## src/rtl/tick_stopwatch_bcd_if.sv

```systemverilog
// Control and display bundle between the timer stage, the stopwatch and the display logic.
// The master drives the commands and the tick. The slave (the stopwatch) drives the time and lap digits.
interface tick_stopwatch_bcd_if;
  logic       tick;
  logic       start;
  logic       stop;
  logic       clear;
  logic       lap;
  logic [3:0] sec_ones;
  logic [3:0] sec_tens;
  logic [3:0] min_ones;
  logic [3:0] min_tens;
  logic [3:0] lap_sec_ones;
  logic [3:0] lap_sec_tens;
  logic [3:0] lap_min_ones;
  logic [3:0] lap_min_tens;
  logic       lap_valid;
  logic       running;
  logic       rollover;

  modport master (
    output tick, start, stop, clear, lap,
    input  sec_ones, sec_tens, min_ones, min_tens,
    input  lap_sec_ones, lap_sec_tens, lap_min_ones, lap_min_tens,
    input  lap_valid, running, rollover
  );

  modport slave (
    input  tick, start, stop, clear, lap,
    output sec_ones, sec_tens, min_ones, min_tens,
    output lap_sec_ones, lap_sec_tens, lap_min_ones, lap_min_tens,
    output lap_valid, running, rollover
  );
endinterface

```

## src/rtl/tick_stopwatch_bcd.sv

```systemverilog
// BCD mm:ss stopwatch driven by one-second ticks. It has start/stop/clear control, lap capture and a
// rollover pulse. Minutes wrap after MIN_LIMIT:59.
module tick_stopwatch_bcd #(
  parameter logic [7:0] MIN_LIMIT = 8'h59
) (
  input  logic clk,
  input  logic reset_n,
  tick_stopwatch_bcd_if.slave bus
);

  typedef enum logic [1:0] {IDLE, RUN, PAUSE} state_t;

  state_t     r_state;
  state_t     w_nextState;
  logic       r_running;

  logic [3:0] r_secOnes, r_secTens, r_minOnes, r_minTens;
  logic [3:0] r_lapSecOnes, r_lapSecTens, r_lapMinOnes, r_lapMinTens;
  logic       r_lapValid;
  logic       r_wrap;
  logic       r_rollover;

  logic [3:0] w_nSecOnes, w_nSecTens, w_nMinOnes, w_nMinTens;
  logic       w_count;
  logic       w_secMax;
  logic       w_minMax;
  logic       w_wrap;

  always_ff @(posedge clk) begin
    if (!reset_n) begin
      r_state   <= IDLE;
      r_running <= 1'b0;
    end else begin
      r_state   <= w_nextState;
      r_running <= (w_nextState == RUN);
    end
  end

  // The command priority is clear, then stop, then start. A stop outside RUN has no effect.
  always_comb begin
    w_nextState = r_state;
    if (bus.clear) begin
      w_nextState = IDLE;
    end else if (bus.stop) begin
      if (r_state == RUN) begin
        w_nextState = PAUSE;
      end
    end else if (bus.start) begin
      w_nextState = RUN;
    end
  end

  assign w_count  = (r_state == RUN) && bus.tick;
  assign w_secMax = (r_secTens == 4'd5) && (r_secOnes == 4'd9);
  assign w_minMax = ({r_minTens, r_minOnes} == MIN_LIMIT);
  assign w_wrap   = w_count && w_secMax && w_minMax;

  always_comb begin
    w_nSecOnes = r_secOnes;
    w_nSecTens = r_secTens;
    w_nMinOnes = r_minOnes;
    w_nMinTens = r_minTens;
    if (w_count) begin
      if (r_secOnes != 4'd9) begin
        w_nSecOnes = r_secOnes + 4'd1;
      end else begin
        w_nSecOnes = 4'd0;
        if (r_secTens != 4'd5) begin
          w_nSecTens = r_secTens + 4'd1;
        end else begin
          w_nSecTens = 4'd0;
          if (w_minMax) begin
            w_nMinOnes = 4'd0;
            w_nMinTens = 4'd0;
          end else if (r_minOnes != 4'd9) begin
            w_nMinOnes = r_minOnes + 4'd1;
          end else begin
            w_nMinOnes = 4'd0;
            w_nMinTens = r_minTens + 4'd1;
          end
        end
      end
    end
  end

  // The lap registers capture the time from before this edge's increment. The rollover pulse
  // follows the wrap by one edge.
  always_ff @(posedge clk) begin
    if (!reset_n || bus.clear) begin
      r_secOnes    <= 4'd0;
      r_secTens    <= 4'd0;
      r_minOnes    <= 4'd0;
      r_minTens    <= 4'd0;
      r_lapSecOnes <= 4'd0;
      r_lapSecTens <= 4'd0;
      r_lapMinOnes <= 4'd0;
      r_lapMinTens <= 4'd0;
      r_lapValid   <= 1'b0;
      r_wrap       <= 1'b0;
      r_rollover   <= 1'b0;
    end else begin
      r_secOnes  <= w_nSecOnes;
      r_secTens  <= w_nSecTens;
      r_minOnes  <= w_nMinOnes;
      r_minTens  <= w_nMinTens;
      r_wrap     <= w_wrap;
      r_rollover <= r_wrap;
      if (bus.lap) begin
        r_lapSecOnes <= r_secOnes;
        r_lapSecTens <= r_secTens;
        r_lapMinOnes <= r_minOnes;
        r_lapMinTens <= r_minTens;
        r_lapValid   <= 1'b1;
      end
    end
  end

  assign bus.sec_ones     = r_secOnes;
  assign bus.sec_tens     = r_secTens;
  assign bus.min_ones     = r_minOnes;
  assign bus.min_tens     = r_minTens;
  assign bus.lap_sec_ones = r_lapSecOnes;
  assign bus.lap_sec_tens = r_lapSecTens;
  assign bus.lap_min_ones = r_lapMinOnes;
  assign bus.lap_min_tens = r_lapMinTens;
  assign bus.lap_valid    = r_lapValid;
  assign bus.running      = r_running;
  assign bus.rollover     = r_rollover;

endmodule

```

## src/flat_wrapper.sv

```systemverilog
// flat-port wrapper written by rule: the top's interface ports become plain ports
module tick_stopwatch_bcd_flat 
#(
  parameter logic [7:0] MIN_LIMIT = 8'h59
)
  (clk, reset_n, bus_tick, bus_start, bus_stop, bus_clear, bus_lap, bus_sec_ones, bus_sec_tens, bus_min_ones, bus_min_tens, bus_lap_sec_ones, bus_lap_sec_tens, bus_lap_min_ones, bus_lap_min_tens, bus_lap_valid, bus_running, bus_rollover);
  tick_stopwatch_bcd_if bus_i ();
  input  logic clk;
  input  logic reset_n;
  input wire logic [$bits(bus_i.tick)-1:0] bus_tick;
  input wire logic [$bits(bus_i.start)-1:0] bus_start;
  input wire logic [$bits(bus_i.stop)-1:0] bus_stop;
  input wire logic [$bits(bus_i.clear)-1:0] bus_clear;
  input wire logic [$bits(bus_i.lap)-1:0] bus_lap;
  output wire logic [$bits(bus_i.sec_ones)-1:0] bus_sec_ones;
  output wire logic [$bits(bus_i.sec_tens)-1:0] bus_sec_tens;
  output wire logic [$bits(bus_i.min_ones)-1:0] bus_min_ones;
  output wire logic [$bits(bus_i.min_tens)-1:0] bus_min_tens;
  output wire logic [$bits(bus_i.lap_sec_ones)-1:0] bus_lap_sec_ones;
  output wire logic [$bits(bus_i.lap_sec_tens)-1:0] bus_lap_sec_tens;
  output wire logic [$bits(bus_i.lap_min_ones)-1:0] bus_lap_min_ones;
  output wire logic [$bits(bus_i.lap_min_tens)-1:0] bus_lap_min_tens;
  output wire logic [$bits(bus_i.lap_valid)-1:0] bus_lap_valid;
  output wire logic [$bits(bus_i.running)-1:0] bus_running;
  output wire logic [$bits(bus_i.rollover)-1:0] bus_rollover;
  assign bus_i.tick = bus_tick;
  assign bus_i.start = bus_start;
  assign bus_i.stop = bus_stop;
  assign bus_i.clear = bus_clear;
  assign bus_i.lap = bus_lap;
  assign bus_sec_ones = bus_i.sec_ones;
  assign bus_sec_tens = bus_i.sec_tens;
  assign bus_min_ones = bus_i.min_ones;
  assign bus_min_tens = bus_i.min_tens;
  assign bus_lap_sec_ones = bus_i.lap_sec_ones;
  assign bus_lap_sec_tens = bus_i.lap_sec_tens;
  assign bus_lap_min_ones = bus_i.lap_min_ones;
  assign bus_lap_min_tens = bus_i.lap_min_tens;
  assign bus_lap_valid = bus_i.lap_valid;
  assign bus_running = bus_i.running;
  assign bus_rollover = bus_i.rollover;
  tick_stopwatch_bcd #(.MIN_LIMIT(MIN_LIMIT)) u_core (.clk(clk), .reset_n(reset_n), .bus(bus_i));
endmodule
```

## config.mk

```make
export PLATFORM = sky130hd
export DESIGN_NAME = tick_stopwatch_bcd_flat
export DESIGN_NICKNAME = d
export VERILOG_FILES = /design/src/rtl/tick_stopwatch_bcd_if.sv /design/src/rtl/tick_stopwatch_bcd.sv /design/src/flat_wrapper.sv
export SDC_FILE = /design/constraint.sdc
export NUM_CORES = 1
export LEC_CHECK = 0
export ABC_AREA = 1
export ABC_CLOCK_PERIOD_IN_PS = 1200
export CAP_MARGIN = 20
export CORE_ASPECT_RATIO = 0.75
export CORE_MARGIN = 4
export CORE_UTILIZATION = 40
export DETAILED_ROUTE_END_ITERATION = 16
export PLACE_DENSITY = 0.72
export SLEW_MARGIN = 20
export SYNTH_ARGS = -nofsm -noshare
export SYNTH_HDL_FRONTEND = slang
export SYNTH_SLANG_ARGS = --single-unit
```

## constraint.sdc

```tcl
create_clock -name clk -period 1.2 [get_ports clk]
set_clock_uncertainty 0.1 [all_clocks]
set_input_delay 0.18 -clock clk [delete_from_list [all_inputs] [get_ports clk]]
set_output_delay 0.18 -clock clk [all_outputs]
set_load 0.02 [all_outputs]
```

# Word-level counts from Yosys, hierarchy flattened
# Cells that the tools add are included.
# word_totals
inputBits,7
reg_bits,38
output_inout_bits,35
# op_classes
eq_ne,9
n_reduce_logical,9
bitwise,2
addsub,4
mux,10
# ops
operator,n
4-bit 2-to-1 mux,6
"4-bit by 1-bit adder with 4-bit output, second input constant",4
"8-bit by 7-bit == test with 1-bit output, second input constant",1
2-bit 2-to-1 mux,4
"4-bit != test, second input constant",2
"2-bit by 1-bit == test with 1-bit output, second input constant",2
"4-bit by 3-bit == test with 1-bit output, second input constant",1
"4-bit == test, second input constant",1
1-bit logical AND,4
"4-bit by 3-bit != test with 1-bit output, second input constant",1
4-bit AND reduction,1
3-bit AND reduction,1
"2-bit by 1-bit != test with 1-bit output, second input constant",1
1-bit inverter,2
2-bit AND reduction,1
1-bit zero test,1
1-bit logical OR,1

# Longest topological paths before layout
# Gate-level depths: netlist of run 1.
# logic_depth
word_depth,5
ltp_mapped,8
mapped_depth_nobuf,8

# Worst setup path after synthesis of run 1
# OpenSTA, ideal clock, no wires.
# synth_path
path_kind,register -> register
startpoint,register u_core.r_minOnes[0] (netlist: u_core.bus.min_ones[0])
endpoint,register u_core.r_minTens[0] (netlist: u_core.bus.min_tens[0])
t_required_ns,1.030
path_buffers,0
slack_ns,-0.228
stages_incl_launch_ff,8
t_arrival_ns,1.259
period_less_slack_ns,1.428
setup_ns,0.070
path_cell_list,dfxtp_1 -> ha_1 -> nand3_1 -> inv_2 -> nand2_4 -> nor2_4 -> nand2_1 -> a21oi_1
# synth_via
elab_chain_cells,3
word_cells_on_any_way,5
cone_classes,eq/ne (3); mux (1); reduce/logical (1)
# synth_rtl
element,line_no,text
"start, declared",tick_stopwatch_bcd.sv:17,"logic [3:0] r_secOnes, r_secTens, r_minOnes, r_minTens;"
"start signal, assigned",tick_stopwatch_bcd.sv:104,r_minOnes <= w_nMinOnes;
8-bit by 7-bit == test with 1-bit output / 4-bit != test (equally long branches),"tick_stopwatch_bcd.sv:55, tick_stopwatch_bcd.sv:75",
2-bit by 1-bit != test with 1-bit output (no source line),-,
4-bit AND reduction (no source line),-,
"end signal, assigned",tick_stopwatch_bcd.sv:105,r_minTens <= w_nMinTens;
"end, declared",tick_stopwatch_bcd.sv:17,
# Parallel ways exist; a longest one is shown, timed or not.
# A chain may end at the register's enable or synchronous reset.

# Worst setup path after layout of run 1
# layout_path
startpoint,register u_core.r_minOnes[1] (netlist: u_core.bus.min_ones[1])
endpoint,register u_core.r_minTens[0] (netlist: u_core.bus.min_tens[0])
# Same word-level chain as after synthesis.

==> results of run 1 <==
==> logic make-up after synthesis <==
group | share of synthesized area
compound gates | 0.155
flops | 0.449
simple gates | 0.270
buf+inv | 0.0805
xor+xnor | 0.0155
fa+ha+maj | 0.0295
==> state kept, by name, indices dropped and copies added, names as in the netlist <==
register / cells
u_core.bus.min_ones: 4
u_core.r_state: 2
u_core.bus.lap_sec_ones: 4
u_core.bus.rollover: 1
u_core.bus.sec_tens: 4
u_core.bus.running: 1
u_core.bus.min_tens: 4
u_core.bus.lap_sec_tens: 4
u_core.bus.sec_ones: 4
u_core.bus.lap_min_tens: 4
u_core.r_wrap: 1
u_core.bus.lap_valid: 1
u_core.bus.lap_min_ones: 4
==> path summary, 6_finish.rpt <==
kind / depth (start not counted) / slack, ns / start / endpoint
worst max-delay path: 7 / -0.1 / u_core.bus.min_ones[1]$_SDFFE_PP0P_ / u_core.bus.min_tens[0]$_SDFFE_PP0P_
worst min-delay path: 2 / 0.32 / u_core.r_wrap$_SDFF_PP0_ / u_core.bus.rollover$_SDFF_PP0_
worst max register to register: 7 / -0.1 / u_core.bus.min_ones[1]$_SDFFE_PP0P_ / u_core.bus.min_tens[0]$_SDFFE_PP0P_
worst min register to register: 2 / 0.32 / u_core.r_wrap$_SDFF_PP0_ / u_core.bus.rollover$_SDFF_PP0_
==> where the power goes <==
group | leakage [nW] | internal [mW] | total, mW | switching [mW]
clock network | 0.0506 | 0.538 | 0.963 | 0.425
logic | 0.770 | 0.0725 | 0.170 | 0.0974
registers | 0.318 | 1.26 | 1.27 | 0.00999
==> worst reg2reg max path, stage by stage (launching register included) <==
cell and delay (ns):
dfxtp_4 0.36, inv_4 0.06, ha_4 0.13, nand3_4 0.10, nor2_2 0.19, nand3_4 0.10
nand2_1 0.09, a21oi_2 0.06
==> area by class of cell <==
type / count / area (um^2) / area share
inverter: 26 / 118 / 0.0434
sequential: 38 / 803 / 0.296
tap: 55 / 68.8 / 0.0254
multi-input combinational: 142 / 983 / 0.363
clock buffer: 8 / 101 / 0.0374
timing repair buffer: 80 / 637 / 0.235
==> repair_timing <==
action	CTS	global route
hold buffers	0	0
pin swaps	12	23
resized for setup	137	51
buffers inserted	4	6
endpoints found under the setup margin	51	32
==> cell usage in the layout (no fill, tap or decap), types with 6 or more instances in the layout <==
| cell type | instances |
|---|---|
| nand3_4 | 6 |
| a21oi_2 | 6 |
| o21ai_0 | 19 |
| nand2_1 | 28 |
| nor2_4 | 7 |
| inv_2 | 7 |
| inv_4 | 6 |
| clkdlybuf4s50_1 | 6 |
| clkdlybuf4s15_2 | 9 |
| buf_2 | 21 |
| buf_4 | 32 |
| inv_1 | 12 |
| dfxtp_4 | 9 |
| nand2_2 | 6 |
| nor2_1 | 11 |
| dfxtp_1 | 22 |
| dfxtp_2 | 7 |
| a21oi_1 | 21 |
==> per-stage QoR <==
stage	std cells	setup slack [ns]
global placement	331	-0.330
detailed placement	331	-0.361
finish	349	-0.0976
global route	349	-0.122
CTS	343	-0.0675
floorplan	212	0.000454
==> routing by layer <==
metal  share of wire  global-route usage  vias up  routed length, um
met1            0.44               0.209      792               1980
met3           0.051              0.0464        5                231
li1                -                   -      857                  -
met2            0.50               0.279       41               2290
met4          0.0099              0.0735        0                 45
met5               0                   0        -                  0
==> run metrics, run 1 <==
GRT Total Usage=0.170; # fillers=327; Power Density=886 nW/um^2; synth warn=0; largest net degree at the start of global routing=23; Crit path buffers/inverters=1; CP top delay family=simple AND/OR/NAND/NOR gates; Finished Cell Area=~2700 um^2; Inserted Clock Buffers=5; Final Max Tran Viols=0; CP dominant cell by count=nand3_4; fin crit share=1.08; drt drc=0; Max transition margin=0.825; wire length of the first global-routing pass=7.35 mm; failing checks=negative setup slack; largest area contributor in the netlist=dfxtp_1; input/output buffers=41; Final Power=between 2 and 2.5 mW; #FFs+latches synth=38; wire per inst=13.0 um; Commonest cells post-synth=dfxtp_1 (38), nand2_1 (33), a21oi_1 (27); ranking of synthesized cells by area=dfxtp_1 (45%), a21oi_1 (8.0%), nand2_1 (7.3%); final hold violations=0; CP Launch Type=flip-flop; post-route core utilization=0.665; status=finished with violations; initial DRC count=90; CP max FO=4; chip height=64.4 um; pin slew with the least headroom to its limit=~0.26 ns; post-synth top area share=0.449; fraction of layout cells with a size suffix above 1=0.531; leakage power=between 1 and 1.5 nW; Initial Utilization=0.415; nets=304; worst path cell trace=inv_4, ha_4, nand3_4, nor2_2, nand3_4, nand2_1, a21oi_2; Ports=42; Final setup viols=12; DP Wirelength=3.07 mm; number of synthesized flops with an enable pin=0; Worst Hold Class=flip-flop to flip-flop; Peak VDD IR=0.577 mV; global route overflow=0; total negative setup slack=-0.688 ns; initial antenna violation count=0; clk_lat worst skew=between 0.2 and 0.3 ns; PnR worst setup slack=-0.0976 ns; wirelength, routed=4.55 mm; syn nets=223; H-tree level count=2; unrepaired setup endpoints after global routing=yes; DR vias=1,695; Final Wtd Congestion=0.786; clock sinks=38; Synth Cell Area=1690 um^2; required time worst endpoint=between 1 and 1.5 ns; Crit Path Class=flip-flop to flip-flop; Syn Area/Cell=7.99 um^2; Final ANT Viol Nets=0; DIE AREA=5350 um^2; Syn Inst Count=212; smallest hold slack=between 0.3 and 0.4 ns; Max Freq=771 MHz; Critical Path Sink Type=flip-flop; Post-synth ARST share=0; crit-path max cell delay=0.36 ns; max-cap viol count=0; crit path DAT=1.38 ns; row cnt=20; n_diodes=0; count leader, synth=dfxtp_1; vias in the first global route=1,684; Slowest-stage cell, CP=dfxtp_4; DR vias/cell=4.86; main flop type after synthesis=dfxtp_1; CTS tree=yes; Longest Clk Path Bufs=2; Die W=83.1 um; Clock Tree Root=clkbuf_8; min cycle time layout=1.30 ns; Netlist cell types=32; proportion of synthesized chip area in sequential cells=0.449; 1st-pass router iterations=5; Core ar.=4080 um^2; clock-pin slew on the worst setup and hold paths=0.07 ns; Area after DPL=2450 um^2; P&R area growth vs syn=60.0%
(Power assumes the default switching activity.)
==> run 2, diff against run 1 <==
Settings changed: ABC_AREA 1 to not set, CORE_MARGIN 4 to 1.5, PLACE_DENSITY 0.72 to 0.73, SKIP_CTS_REPAIR_TIMING set to 1.
==> run 2 against run 1 <==
Compared with the run above:
- first-iteration DRC count is 18% lower
- sequential power hardly changed
- global-route usage is 3.6 points higher
- largest cell class unchanged
- the run still ends with negative setup slack left
- fmax is 17% lower
- worst setup slack worse by 0.27 ns
- wire length is 7.3% lower
- clock power is 28% higher
- combinational power is 25% lower
- highest routed layer unchanged
- critical endpoint is now u_core.bus.min_tens[3]$_SDFFE_PP0P_
==> run metrics, run 2 <==
pin slew with the least headroom to its limit=0.282 ns (+0.0221 ns); PnR worst setup slack=-0.369 ns (-0.272 ns); clock sinks=38 (unchanged); net switching power=544 uW (+2.0%); DP Wirelength=2.80 mm (-9.0%); n_diodes=0 (unchanged); Inserted Clock Buffers=5 (unchanged); Worst R2R Path Depth=4 (-3); nets=251 (-17%); most common cell after layout, fill and taps aside=nor2_1; number of synthesized flops with an enable pin=0 (unchanged); Max transition margin=0.811 (-0.0133); XOR/XNOR Fraction of Synth Area=0.0279 (+0.0124); failing checks=negative setup slack; met2 Use GR=0.335 (+0.0556); chip height=57.3 um (-11%); H-tree level count=2 (unchanged); Finished Cell Area=2600 um^2 (-4.2%); Crit Path Class=flip-flop to flip-flop; input/output buffers=41 (unchanged); switching share of power=0.208 (-0.0137); row cnt=19 (-5.0%); DP Worst Slack=-0.673 ns (-0.312 ns); GR Util met3=0.0565 (+0.0101); Syn Area/Cell=9.46 um^2 (+18%); compound-cell area share of the yosys netlist=0.0629 (-0.0921); max-cap viol count=0 (unchanged); Post-synth ARST share=0 (unchanged); post-synthesis mux area share=0.115 (+0.115); Longest Clk Path Bufs=2 (unchanged); count leader, synth=dfxtp_1; Clock Tree Root=clkbuf_8; leakage power=1.42 nW (+25%); Power Density=1010 nW/um^2 (+14%); sequential cell area=791 um^2 (-1.6%); CP max FO=6 (+2); proportion of synthesized chip area in sequential cells=0.484 (+0.0354); commonest cells after routing, fill and taps aside=nor2_1 (32), buf_4 (24), dfxtp_1 (22); Critical Path Sink Type=flip-flop; Synth Area in Adders=0.0319 (+0.00233); 1st-pass router iterations=4 (-1); Final Max Tran Viols=0 (unchanged); main flop type after synthesis=dfxtp_1; hold depth=5 (+3); smallest hold slack=0.286 ns (-0.0337 ns); global route overflow=0 (unchanged); Ports=42 (unchanged); clock-pin slew on the worst setup and hold paths=0.08 ns (about the same); DIE AREA=4310 um^2 (-19%); wire per inst=14.4 um (+10%); Reg-to-Reg End=u_core.bus.min_tens[3]$_SDFFE_PP0P_; Final setup viols=17 (+5); Syn Inst Count=166 (-22%); main combinational cell family by area after synthesis=simple AND/OR/NAND/NOR gates; hold wc startpoint=bus_tick; Worst Hold Class=input pin to flip-flop; Max Freq=637 MHz (-17%); DR vias/cell=5.04 (+3.7%); crit path DAT=1.70 ns (+0.32 ns); # fillers=284 (-13%); largest net degree at the start of global routing=19 (-17%); CTS tree=yes; fin crit share=1.31 (+0.226); P&R area growth vs syn=65.3%; wirelength, routed=4.22 mm (-7.3%); #FFs+latches synth=38 (unchanged); final hold violations=0 (unchanged); Worst R2R Setup Slack=-0.37 ns (-0.27 ns); initial DRC count=74 (-18%); Initial Utilization=0.423 (+0.00808); min cycle time layout=1.57 ns (+0.272 ns); busiest grt layer=met2; met1 usage=0.255 (+0.0464); Comb pwr share=0.049 (-0.022); area taken by multi-input logic gates=823 um^2 (-16%); worst hold endpoint=u_core.bus.sec_ones[0]$_SDFFE_PP0N_; ranking of synthesized cells by area=dfxtp_1 (48%), mux2i_1 (11%), nor2_1 (7.9%); non-filler cells, final=293 (-16%); initial antenna violation count=0 (unchanged); Cells after DPL=282 (-15%); drt drc=0 (unchanged); sequential share of power=0.481 (-0.047); synth warn=0 (unchanged); Final Wtd Congestion=0.693 (-12%); Netlist cell types=32 (unchanged); GRT Total Usage=0.205 (+0.0356); Synth Cell Area=1570 um^2 (-7.3%); fraction of layout cells with a size suffix above 1=0.394 (-0.136); required time worst endpoint=1.33 ns (+0.05 ns); Area after DPL=2300 um^2 (-6.1%); CP Launch Type=flip-flop; wire length of the first global-routing pass=6.63 mm (-9.8%); status=finished with violations; largest area contributor in the netlist=dfxtp_1; vias in the first global route=1,417 (-16%); Die W=75.3 um (-9.4%); Final ANT Viol Nets=0 (unchanged); DR vias=1,476 (-13%); Clk pwr share=0.470 (+0.069); Internal=2.07 mW (+11%); post-synthesis simple-gate area fraction=0.250 (-0.0201); post-synth top area share=0.484 (+0.0354); Commonest cells post-synth=dfxtp_1 (38), nor2_1 (33), mux2i_1 (18); Crit Reg-Reg Startpoint=u_core.bus.sec_ones[2]$_SDFFE_PP0N_; Peak VDD IR=0.708 mV (+23%); unrepaired setup endpoints after global routing=yes; clk_lat worst skew=0.29 ns (about the same); Core ar.=3710 um^2 (-9.1%); syn nets=177 (-21%)
==> run 2: cell count changes after synthesis, sizes merged, moves of 3 or more <==
cell and change:
mux2i +18, nor3b +3, nand2 -30, nor2 +8, nand3 -7, o21ai -14, inv -20, or3 +3
a21oi -18
==> run 2: how the worst max path moves through the flow <==
stage | slack, ns | startpoint | endpoint
final | -0.37 | u_core.bus.sec_ones[2]$_SDFFE_PP0N_ | u_core.bus.min_tens[3]$_SDFFE_PP0P_
after floorplan | -0.36 | u_core.bus.sec_ones[1]$_SDFFE_PP0N_ | u_core.bus.min_tens[3]$_SDFFE_PP0P_
after global placement | -0.62 | bus_tick | u_core.bus.min_tens[3]$_SDFFE_PP0P_
after CTS | -0.53 | u_core.bus.sec_tens[1]$_SDFFE_PP0P_ | bus_sec_tens[1]
after global routing | -0.44 | u_core.bus.sec_ones[2]$_SDFFE_PP0N_ | u_core.bus.min_tens[3]$_SDFFE_PP0P_
after detailed placement | -0.67 | bus_tick | u_core.bus.min_tens[3]$_SDFFE_PP0P_
==> run 2: power by group through the flow <==
stage | combinational (mW) | sequential, mW | clock (mW)
final | 0.128 | 1.26 | 1.23
after CTS | 0.121 | 1.26 | 1.25
after global routing | 0.136 | 1.26 | 1.29
after floorplan | 0.0519 | 1.29 | 0
after detailed placement | 0.120 | 1.29 | 0
after global placement | 0.118 | 1.29 | 0
==> run 2: final cells by class <==
cell class / instances / area share
tap: 52 / 0.0251
clock buffer: 6 / 0.0361
sequential: 38 / 0.305
inverter: 4 / 0.00578
clock inverter: 2 / 0.0149
timing repair buffer: 74 / 0.296
multi-input combinational: 117 / 0.317
==> run 2: metrics by stage <==
stage / power (mW) / util / TNS [ns]
after floorplan: 1.34 / - / -2.09
after global placement: 1.40 / 0.621 / -12.00
after detailed placement: 1.41 / 0.621 / -13.56
after CTS: 2.63 / 0.657 / -16.84
after global routing: 2.68 / 0.700 / -4.41
final: 2.61 / 0.700 / -3.28
==> run 2: worst max-delay path, stage by stage, from the launching register on <==
cell and delay (ns):
dfxtp_2 0.32, and4bb_4 0.39, nand4_4 0.13, or4_4 0.43, a21oi_2 0.14
==> run 2: per-layer routing <==
layer	wire length [um]	part of all wire
met1	1790	0.42
met2	2170	0.51
met3	155	0.037
met4	108	0.026
met5	0	0
==> run 2: kinds of logic after synthesis <==
logic type,after synthesis
compound gates,19
xor+xnor,5
fa+ha+maj,4
buf+inv,11
flops,38
mux,18
simple gates,71
==> run 3, diff against run 2 <==
Settings changed: CAP_MARGIN 20 to not set, CELL_PAD_IN_SITES_DETAIL_PLACEMENT set to 2, CELL_PAD_IN_SITES_GLOBAL_PLACEMENT set to 2, CORE_UTILIZATION 40 to 25, PLACE_DENSITY 0.73 to 0.75.
==> run 3 against run 2 <==
Compared with the run above:
- the flow still finishes with violations (negative setup slack)
- fmax fell by 3.4%
- final cell count rose by 11%
- worst setup slack worse by 0.055 ns
- die area rose by 57%
- register-to-register slack got worse by 0.06 ns
- clock power decreased by 24%
- count of clock-buffer cells in the layout up 1
- wire length grew 31%
- first-iteration DRC count fell by 72%
- power down 11%
- critical path type unchanged
- critical endpoint unchanged
- largest cell class unchanged
- largest power group unchanged
- highest routed layer unchanged
==> run metrics, run 3 (synthesis gave the netlist of run 2 again) <==
Final Wtd Congestion=0.681 (-1.7%); input/output buffers=41 (unchanged); PnR worst setup slack=-0.425 ns (-0.0555 ns); crit path DAT=1.74 ns (+0.04 ns); required time worst endpoint=1.32 ns (about the same); clk_lat worst skew=0.29 ns (about the same); hold wc startpoint=bus_tick; Final Max Tran Viols=0 (unchanged); commonest cells after routing, fill and taps aside=nor2_1 (33), buf_6 (25), dfxtp_1 (23); unrepaired setup endpoints after global routing=yes; sequential cell area=790 um^2 (-0.16%); Worst R2R Path Depth=4 (unchanged); Clock Tree Root=clkbuf_8; Final setup viols=20 (+3); Core ar.=5950 um^2 (+60%); chip height=71.6 um (+25%); status=finished with violations; global route overflow=0 (unchanged); Initial Utilization=0.264 (-0.159); Critical Path Sink Type=flip-flop; Worst R2R Setup Slack=-0.42 ns (-0.06 ns); DR vias/cell=4.66 (-7.5%); 1st-pass router iterations=4 (unchanged); initial DRC count=21 (-72%); Worst Hold Class=input pin to flip-flop; Inserted Clock Buffers=5 (unchanged); hold depth=4 (-1); Longest Clk Path Bufs=2 (unchanged); worst hold endpoint=u_core.bus.sec_ones[0]$_SDFFE_PP0N_; Power Density=874 nW/um^2 (-13%); wirelength, routed=5.54 mm (+31%); pin slew with the least headroom to its limit=0.298 ns (+0.0158 ns); clock sinks=38 (unchanged); # fillers=622 (+120%); wire per inst=17.1 um (+19%); nets=256 (+2.0%); initial antenna violation count=0 (unchanged); DP Wirelength=3.49 mm (+25%); drt drc=0 (unchanged); DR vias=1,510 (+2.3%); Max transition margin=0.801 (-0.0104); Ports=42 (unchanged); fraction of layout cells with a size suffix above 1=0.407 (+0.0123); Final Power=2.31 mW (-11%); P&R area growth vs syn=68.4%; n_diodes=0 (unchanged); Crit Path Class=flip-flop to flip-flop; area taken by multi-input logic gates=847 um^2 (+2.9%); CTS tree=yes; Die W=94.5 um (+25%); max-cap viol count=0 (unchanged); vias in the first global route=1,590 (+12%); crit path from=u_core.bus.sec_ones[1]$_SDFFE_PP0N_; leakage power=1.40 nW (-1.4%); final hold violations=0 (unchanged); GRT Total Usage=0.152 (-0.0530); DIE AREA=6770 um^2 (+57%); Reg-to-Reg End=u_core.bus.min_tens[3]$_SDFFE_PP0P_; Peak VDD IR=0.464 mV (-35%); Crit Reg-Reg Startpoint=u_core.bus.sec_ones[1]$_SDFFE_PP0N_; H-tree level count=2 (unchanged); min cycle time layout=1.62 ns (+0.0555 ns); wire length of the first global-routing pass=8.02 mm (+21%); DP Worst Slack=-0.705 ns (-0.0327 ns); Max Freq=615 MHz (-3.4%); fin crit share=1.35 (+0.0462); largest net degree at the start of global routing=20 (+1); clock-pin slew on the worst setup and hold paths=0.08 ns (about the same); failing checks=negative setup slack; row cnt=24 (+5); CP max FO=6 (unchanged); CP Launch Type=flip-flop; Final ANT Viol Nets=0 (unchanged); most common cell after layout, fill and taps aside=nor2_1
-- run 3: through the flow --
step | hold slack (ns) | area (um^2) | instances | util | TNS, ns
after floorplan | 0.159 | 1600 | 166 | - | -2.09
after global placement | 0.316 | 2300 | 307 | 0.387 | -13.05
after detailed placement | 0.322 | 2300 | 307 | 0.387 | -14.68
after CTS | 0.341 | 2390 | 315 | 0.403 | -17.75
after global routing | 0.259 | 2650 | 324 | 0.445 | -5.54
final | 0.247 | 2650 | 324 | 0.445 | -4.28
-- run 3: critical path, stage by stage, from the launching register on --
cell and delay, ns:
dfxtp_4 0.35, and4bb_4 0.37, nand4_4 0.14, or4_4 0.44
a21oi_2 0.16
-- run 3: worst max path at each step --
stage | endpoint | slack (ns) | cells past startpoint
final | u_core.bus.min_tens[3]$_SDFFE_PP0P_ | -0.42 | 4
after global routing | u_core.bus.min_tens[3]$_SDFFE_PP0P_ | -0.49 | 6
after CTS | bus_sec_tens[1] | -0.53 | 2
after detailed placement | u_core.bus.min_tens[3]$_SDFFE_PP0P_ | -0.71 | 5
after global placement | u_core.bus.min_tens[3]$_SDFFE_PP0P_ | -0.64 | 5
after floorplan | u_core.bus.min_tens[3]$_SDFFE_PP0P_ | -0.36 | 4
-- run 3: final cells by class --
| cell class | count | area share |
|---|---|---|
| clock buffer | 7 | 0.0326 |
| inverter | 4 | 0.00662 |
| timing repair buffer | 79 | 0.303 |
| clock inverter | 1 | 0.00189 |
| sequential | 38 | 0.298 |
| tap | 78 | 0.0369 |
| multi-input combinational | 117 | 0.320 |
-- run 3: where the power goes --
| part | switching [mW] | leakage [nW] | internal [mW] |
|---|---|---|---|
| Sequential | 0.00252 | 0.315 | 1.25 |
| Combinational | 0.0650 | 1.04 | 0.0540 |
| Clock | 0.471 | 0.0482 | 0.465 |
-- run 3: layer usage --
| layer | track usage | wire [um] |
|---|---|---|
| met1 | 0.210 | 2560 |
| met2 | 0.237 | 2740 |
| met3 | 0.0393 | 200 |
| met5 | 0 | 0 |
| met4 | 0.0398 | 40 |
